===== src/rtl/lsu_pkg.sv =====
// Shared types and constants for the load/store controller.
package lsu_pkg;

    typedef enum logic [1:0] {
        IDLE,
        ISSUE,
        RD_WAIT
    } lsu_state_t;

    localparam int FLAG_OFS = 0;
    localparam int VAL_OFS  = 1;

    localparam logic [15:0] MMIO_BASE_DEF = 16'hFFFE;

endpackage


===== src/rtl/player_input_reg.sv =====
// Player-input flag/value holding register; a set on the same edge as a
// clear wins so an event arriving during a read-and-clear is never lost.
module player_input_reg
    import lsu_pkg::*;
#(
    parameter int WIDTH = 16
) (
    input  logic             clk,
    input  logic             reset_n,
    input  logic             set,
    input  logic [WIDTH-1:0] set_val,
    input  logic             clr,
    output logic             flag,
    output logic [WIDTH-1:0] value
);

    always_ff @(posedge clk or negedge reset_n) begin
        if (!reset_n) begin
            flag  <= 1'b0;
            value <= '0;
        end else if (set) begin
            flag  <= 1'b1;
            value <= set_val;
        end else if (clr) begin
            flag <= 1'b0;
        end
    end

endmodule


===== src/rtl/lsu_mem_ctrl.sv =====
// Load/store initiator for the synchronous-read data RAM. Define LSU_MMIO_EN
// to add the two-word player-input window at MMIO_BASE.
module lsu_mem_ctrl
    import lsu_pkg::*;
#(
    parameter int                       WIDTH         = 16,
    parameter int                       RAM_ADDR_BITS = 16,
    parameter logic [RAM_ADDR_BITS-1:0] MMIO_BASE     = MMIO_BASE_DEF
) (
    input  logic                     clk,
    input  logic                     reset_n,
    input  logic                     req,
    input  logic                     we,
    input  logic [RAM_ADDR_BITS-1:0] addr,
    input  logic [WIDTH-1:0]         wdata,
    output logic                     ready,
    output logic                     done,
    output logic [WIDTH-1:0]         rdata,
    output logic                     mem_en,
    output logic                     mem_write,
    output logic                     mem_read,
    output logic [RAM_ADDR_BITS-1:0] mem_adr,
    output logic [WIDTH-1:0]         mem_writedata,
    input  logic [WIDTH-1:0]         mem_data,
    input  logic                     player_strobe,
    input  logic [WIDTH-1:0]         player_val
);

    lsu_state_t       state, state_nxt;
    logic             accept;
    logic             done_nxt;
    logic             is_mmio;
    logic             load_q;
    logic             mmio_q;
    logic [WIDTH-1:0] mmio_rdata;

    assign accept = req && ready;

`ifdef LSU_MMIO_EN
    logic [RAM_ADDR_BITS:0] addr_x, base_x;
    logic                   hit_flag, hit_val;
    logic                   ofs_q;
    logic                   flag_clr;
    logic                   flag;
    logic [WIDTH-1:0]       value;

    // Compare one bit wider so a base at the top of the space cannot wrap to 0.
    assign addr_x   = {1'b0, addr};
    assign base_x   = {1'b0, MMIO_BASE};
    assign hit_flag = (addr_x == base_x + (RAM_ADDR_BITS+1)'(FLAG_OFS));
    assign hit_val  = (addr_x == base_x + (RAM_ADDR_BITS+1)'(VAL_OFS));
    assign is_mmio  = hit_flag || hit_val;

    always_ff @(posedge clk or negedge reset_n) begin
        if (!reset_n)
            ofs_q <= 1'b0;
        else if (accept)
            ofs_q <= hit_val;
    end

    // Reading the value or writing the flag word acknowledges the event.
    assign flag_clr   = (state == ISSUE) && mmio_q && (load_q ? ofs_q : !ofs_q);
    assign mmio_rdata = ofs_q ? value : {{(WIDTH-1){1'b0}}, flag};

    player_input_reg #(
        .WIDTH (WIDTH)
    ) u_player (
        .clk     (clk),
        .reset_n (reset_n),
        .set     (player_strobe),
        .set_val (player_val),
        .clr     (flag_clr),
        .flag    (flag),
        .value   (value)
    );
`else
    logic unused_player;

    assign is_mmio       = 1'b0;
    assign mmio_rdata    = '0;
    assign unused_player = ^{player_strobe, player_val};
`endif

    always_comb begin
        state_nxt = state;
        done_nxt  = 1'b0;
        ready     = 1'b0;
        case (state)
            IDLE: begin
                ready = 1'b1;
                if (req)
                    state_nxt = ISSUE;
            end
            ISSUE: begin
                if (load_q && !mmio_q) begin
                    state_nxt = RD_WAIT;
                end else begin
                    state_nxt = IDLE;
                    done_nxt  = 1'b1;
                end
            end
            RD_WAIT: begin
                state_nxt = IDLE;
                done_nxt  = 1'b1;
            end
            default: state_nxt = IDLE;
        endcase
    end

    always_ff @(posedge clk or negedge reset_n) begin
        if (!reset_n) begin
            state         <= IDLE;
            done          <= 1'b0;
            rdata         <= '0;
            mem_en        <= 1'b0;
            mem_write     <= 1'b0;
            mem_read      <= 1'b0;
            mem_adr       <= '0;
            mem_writedata <= '0;
            load_q        <= 1'b0;
            mmio_q        <= 1'b0;
        end else begin
            state <= state_nxt;
            done  <= done_nxt;
            if (accept) begin
                load_q <= !we;
                mmio_q <= is_mmio;
                if (!is_mmio) begin
                    mem_en        <= 1'b1;
                    mem_write     <= we;
                    mem_read      <= !we;
                    mem_adr       <= addr;
                    mem_writedata <= wdata;
                end
            end
            // RAM strobes last exactly the ISSUE cycle; address/data are left held.
            if (state == ISSUE) begin
                mem_en    <= 1'b0;
                mem_write <= 1'b0;
                mem_read  <= 1'b0;
                if (mmio_q && load_q)
                    rdata <= mmio_rdata;
            end
            if (state == RD_WAIT)
                rdata <= mem_data;
        end
    end

endmodule


===== config.mk =====
export PLATFORM = sky130hd
export DESIGN_NAME = lsu_mem_ctrl
export DESIGN_NICKNAME = d
export VERILOG_FILES = /design/src/rtl/lsu_pkg.sv /design/src/rtl/player_input_reg.sv /design/src/rtl/lsu_mem_ctrl.sv
export SDC_FILE = /design/constraint.sdc
export NUM_CORES = 1
export LEC_CHECK = 0
export ABC_CLOCK_PERIOD_IN_PS = 4400
export BUFFER_PORTS_ARGS = -buffer_cell sky130_fd_sc_hd__buf_2
export CORE_MARGIN = 2
export CORE_UTILIZATION = 23
export CTS_CLUSTER_DIAMETER = 60
export CTS_CLUSTER_SIZE = 14
export DETAILED_ROUTE_END_ITERATION = 12
export GPL_TIMING_DRIVEN = 1
export PLACE_DENSITY_LB_ADDON = 0.15
export SLEW_MARGIN = 20
export SYNTH_ARGS = -nofsm -noshare
export SYNTH_HDL_FRONTEND = slang
export SYNTH_HIERARCHICAL = 1
export SYNTH_SLANG_ARGS = --single-unit
export TNS_END_PERCENT = 20

===== constraint.sdc =====
create_clock -name clk -period 4.4 [get_ports clk]
set_clock_uncertainty 0.15 [all_clocks]
set_input_delay 0.66 -clock clk [delete_from_list [all_inputs] [get_ports clk]]
set_output_delay 0.66 -clock clk [all_outputs]
set_load 0.02 [all_outputs]

==> results.toml <==
[status]
outcome = "finished, final reports clean"

[routing]
detailroute.via_count = 1435
post_drt_via_cell_ratio = 3.85
totalWireLength_um = 4830
first_pass_iters = 4
routedWlPerCell_um = 13.0
final_antenna_net_count = 0
post_detailed_route_drc_marker_count = 0
initialDrtViolationCount = 41

[floorplanning]
floorplan.core_area_mm2 = 0.00982
floorplan.rows = 36
chip_height_um = 105
dieWidth_um = 105
die_area_mm2 = 0.0110
initial_utilization = 0.238
ioPinCount = 122

[sta]
setup_ws_ps = 2010
setup_total_negative_slack_ps = 0
layout_min_cycle_time_ps = 2390
final-hold-violation-count = 0
holdWs_ps = 181
rsz0062_at_grt = "no"
timing.final.crit_share = 0.544
worst_slew_pin_slew_ps = 753
timing.fmax_mhz = 418
slew_headroom = 0.498
setup_viol = 0
report.final.slew_viol_count = 0

[power]
power.density_cell_area_mw_per_mm2 = 778
switchingPower_mw = 0.914
total_power_mw = 2.35
power.ir.vdd_worst_uv = 233
clkPwrFrac = 0.124
p_seq_frac = 0.375
power.share.combinational = 0.501
p_int_mw = 1.44
p_leak_nw = 1.56
power.switching_fraction = 0.389

[worst_setup_path]
worst_path_largest_cell_delay_ps = 470
cpMaxStageDelayCell = "sky130_fd_sc_hd__ha_1"
worst_ep_required_time_ps = 3590
startpoint_to_endpoint_class_of_the_critical_path = "reg -> out"
worstPathCellList = "inv_1 -> ha_1 -> buf_2"
critical_path.endpoint_type = "output port"
path_max_fanout = 8
worstPathArrival_ps = 1580
cp_top_family = "adder cells"
critical_path_buf_inv_count = 2
cp-start-kind = "register"

[logic_synthesis]
yosysWarnings = 6
synth.yosys.seq_area_share = 0.590
synthesis.instances = 135
synthesis.area_per_instance_um2 = 17.3
synthesis.area_mm2 = 0.00233
postSynthNetCount = 209
post_synth_num_cell_types = 21
ys_seq_elements = 55

[grt]
globalRoute.totalOverflow = 0
global_route_wire_length_before_repair_um = 7810
initial_antenna_violation_count = 0
first_global_vias = 1485
track_usage = 0.0904
pin_count_of_the_biggest_net_entering_global_routing = 34

[clock_network]
ctsHtreeMaxLevel = 2
clock_insertion_delay_worst_skew_ps = 300
clockRootBuffer = "sky130_fd_sc_hd__clkbuf_8"
tritoncts = "built"
post_cts_hold_buffer_count = 0
number_of_buffers_added_for_setup_after_cts = 0
clock_buffer_count_from_cts = 5
numClockSinks = 55
cts_resized = 0
max_buffers_root_to_sink = 2
clkSlewWorstSetupHoldPaths_ps = 100

[finish]
num_antenna_cells = 0
fillers = 1050
post_layout_nonfiller_instances = 373
layout.cells.most_common_list = "sky130_fd_sc_hd__buf_2, sky130_fd_sc_hd__dfrtp_1, sky130_fd_sc_hd__mux2_4"
final_layout_size_suffix_gt1_frac = 0.683
post-route-util = 0.308
postLayoutCellArea_mm2 = 0.00302
area_growth_syn_to_layout_pct = 29.6
net_count_of_the_finished_layout = 314
mostFrequentLayoutCell = "sky130_fd_sc_hd__buf_2"

[placement]
postPlaceCellArea_mm2 = 0.00294
placement.setup.worst_slack_ps = 2330
finalWeightedCongestion = 0.675
dpl.hpwl_um = 3540
io_buffers = 104
numPlacedInstances = 366

[flow_run]
max-cap-violations = 0

[hold_path]
hold_path_class = "in -> async"
-- final timing paths --
path / depth (start not counted) / from / slack (ps) / to
max reg2reg: 4 / state[0] / 2360 / mem_writedata[10]
max in group asynchronous: 2 / reset_n / 3080 / mem_writedata[1]
min reg2reg: 1 / mem_adr[15] / 360 / mem_adr[15]
max: 3 / state[0] / 2010 / ready
min: 1 / reset_n / 180 / rdata[3]
min in group clk: 1 / mem_adr[15] / 360 / mem_adr[15]
-- routing by layer --
layer / global-route usage / vias to the layer above / share of wire
met5: 0 / - / 0
met4: 0.0410 / 0 / 0.020
met3: 0.0193 / 7 / 0.040
met2: 0.149 / 42 / 0.51
met1: 0.114 / 713 / 0.43
li1: - / 673 / -
-- power groups by stage --
stage                     sequential [mW]  combinational (mW)  clock [mW]
after detailed placement            0.893                1.20           0
final                               0.882                1.18       0.291
after global placement              0.889                1.19           0
after floorplan                      1.20               0.566           0
after CTS                           0.885                1.20       0.309
after global routing                0.922                1.26       0.324
-- registers in the layout, indices dropped and copies added (netlist names), 2 cells and up --
name           flops
mem_adr           16
rdata             16
state              2
mem_writedata     16
-- area by class of cell --
cell class | count | area (µm²) | share of cell area
Timing Repair Buffer | 105 | 528 | 0.175
Clock buffer | 6 | 82.6 | 0.0273
Inverter | 4 | 15.0 | 0.00497
Tap cell | 133 | 166 | 0.0550
Sequential cell | 55 | 1380 | 0.455
Clock inverter | 1 | 5.00 | 0.00166
Multi-Input combinational cell | 69 | 850 | 0.281
-- logic make-up after synthesis --
group,after synthesis,synth area share
simple gates,6,0.0241
compound gates,7,0.0215
flops,55,0.590
fa+ha+maj,5,0.0268
buf+inv,11,0.0456
mux,51,0.292
-- cell usage after synthesis (all sizes together) --
master | n | share of area
buf | 7 | 0.039
nand2b | 1 | 0.0059
a21bo | 2 | 0.0086
nand3b | 1 | 0.0032
dfrtp | 55 | 0.59
o21a | 1 | 0.0032
mux2 | 49 | 0.28
ha | 5 | 0.027
a21oi | 3 | 0.0064
a21boi | 1 | 0.0032
inv | 4 | 0.0064
nand3 | 1 | 0.0021
nand2 | 2 | 0.010
nor2b | 1 | 0.0027
mux2i | 2 | 0.0086
-- worst reg2reg max path: cells and delay by family, from the launching register on --
family	cells	cell delay (ps)
buf+inv	1	120
fa+ha+maj	1	470
flops	1	430
mux	1	420
simple gates	1	330
(Power assumes the default switching activity.)
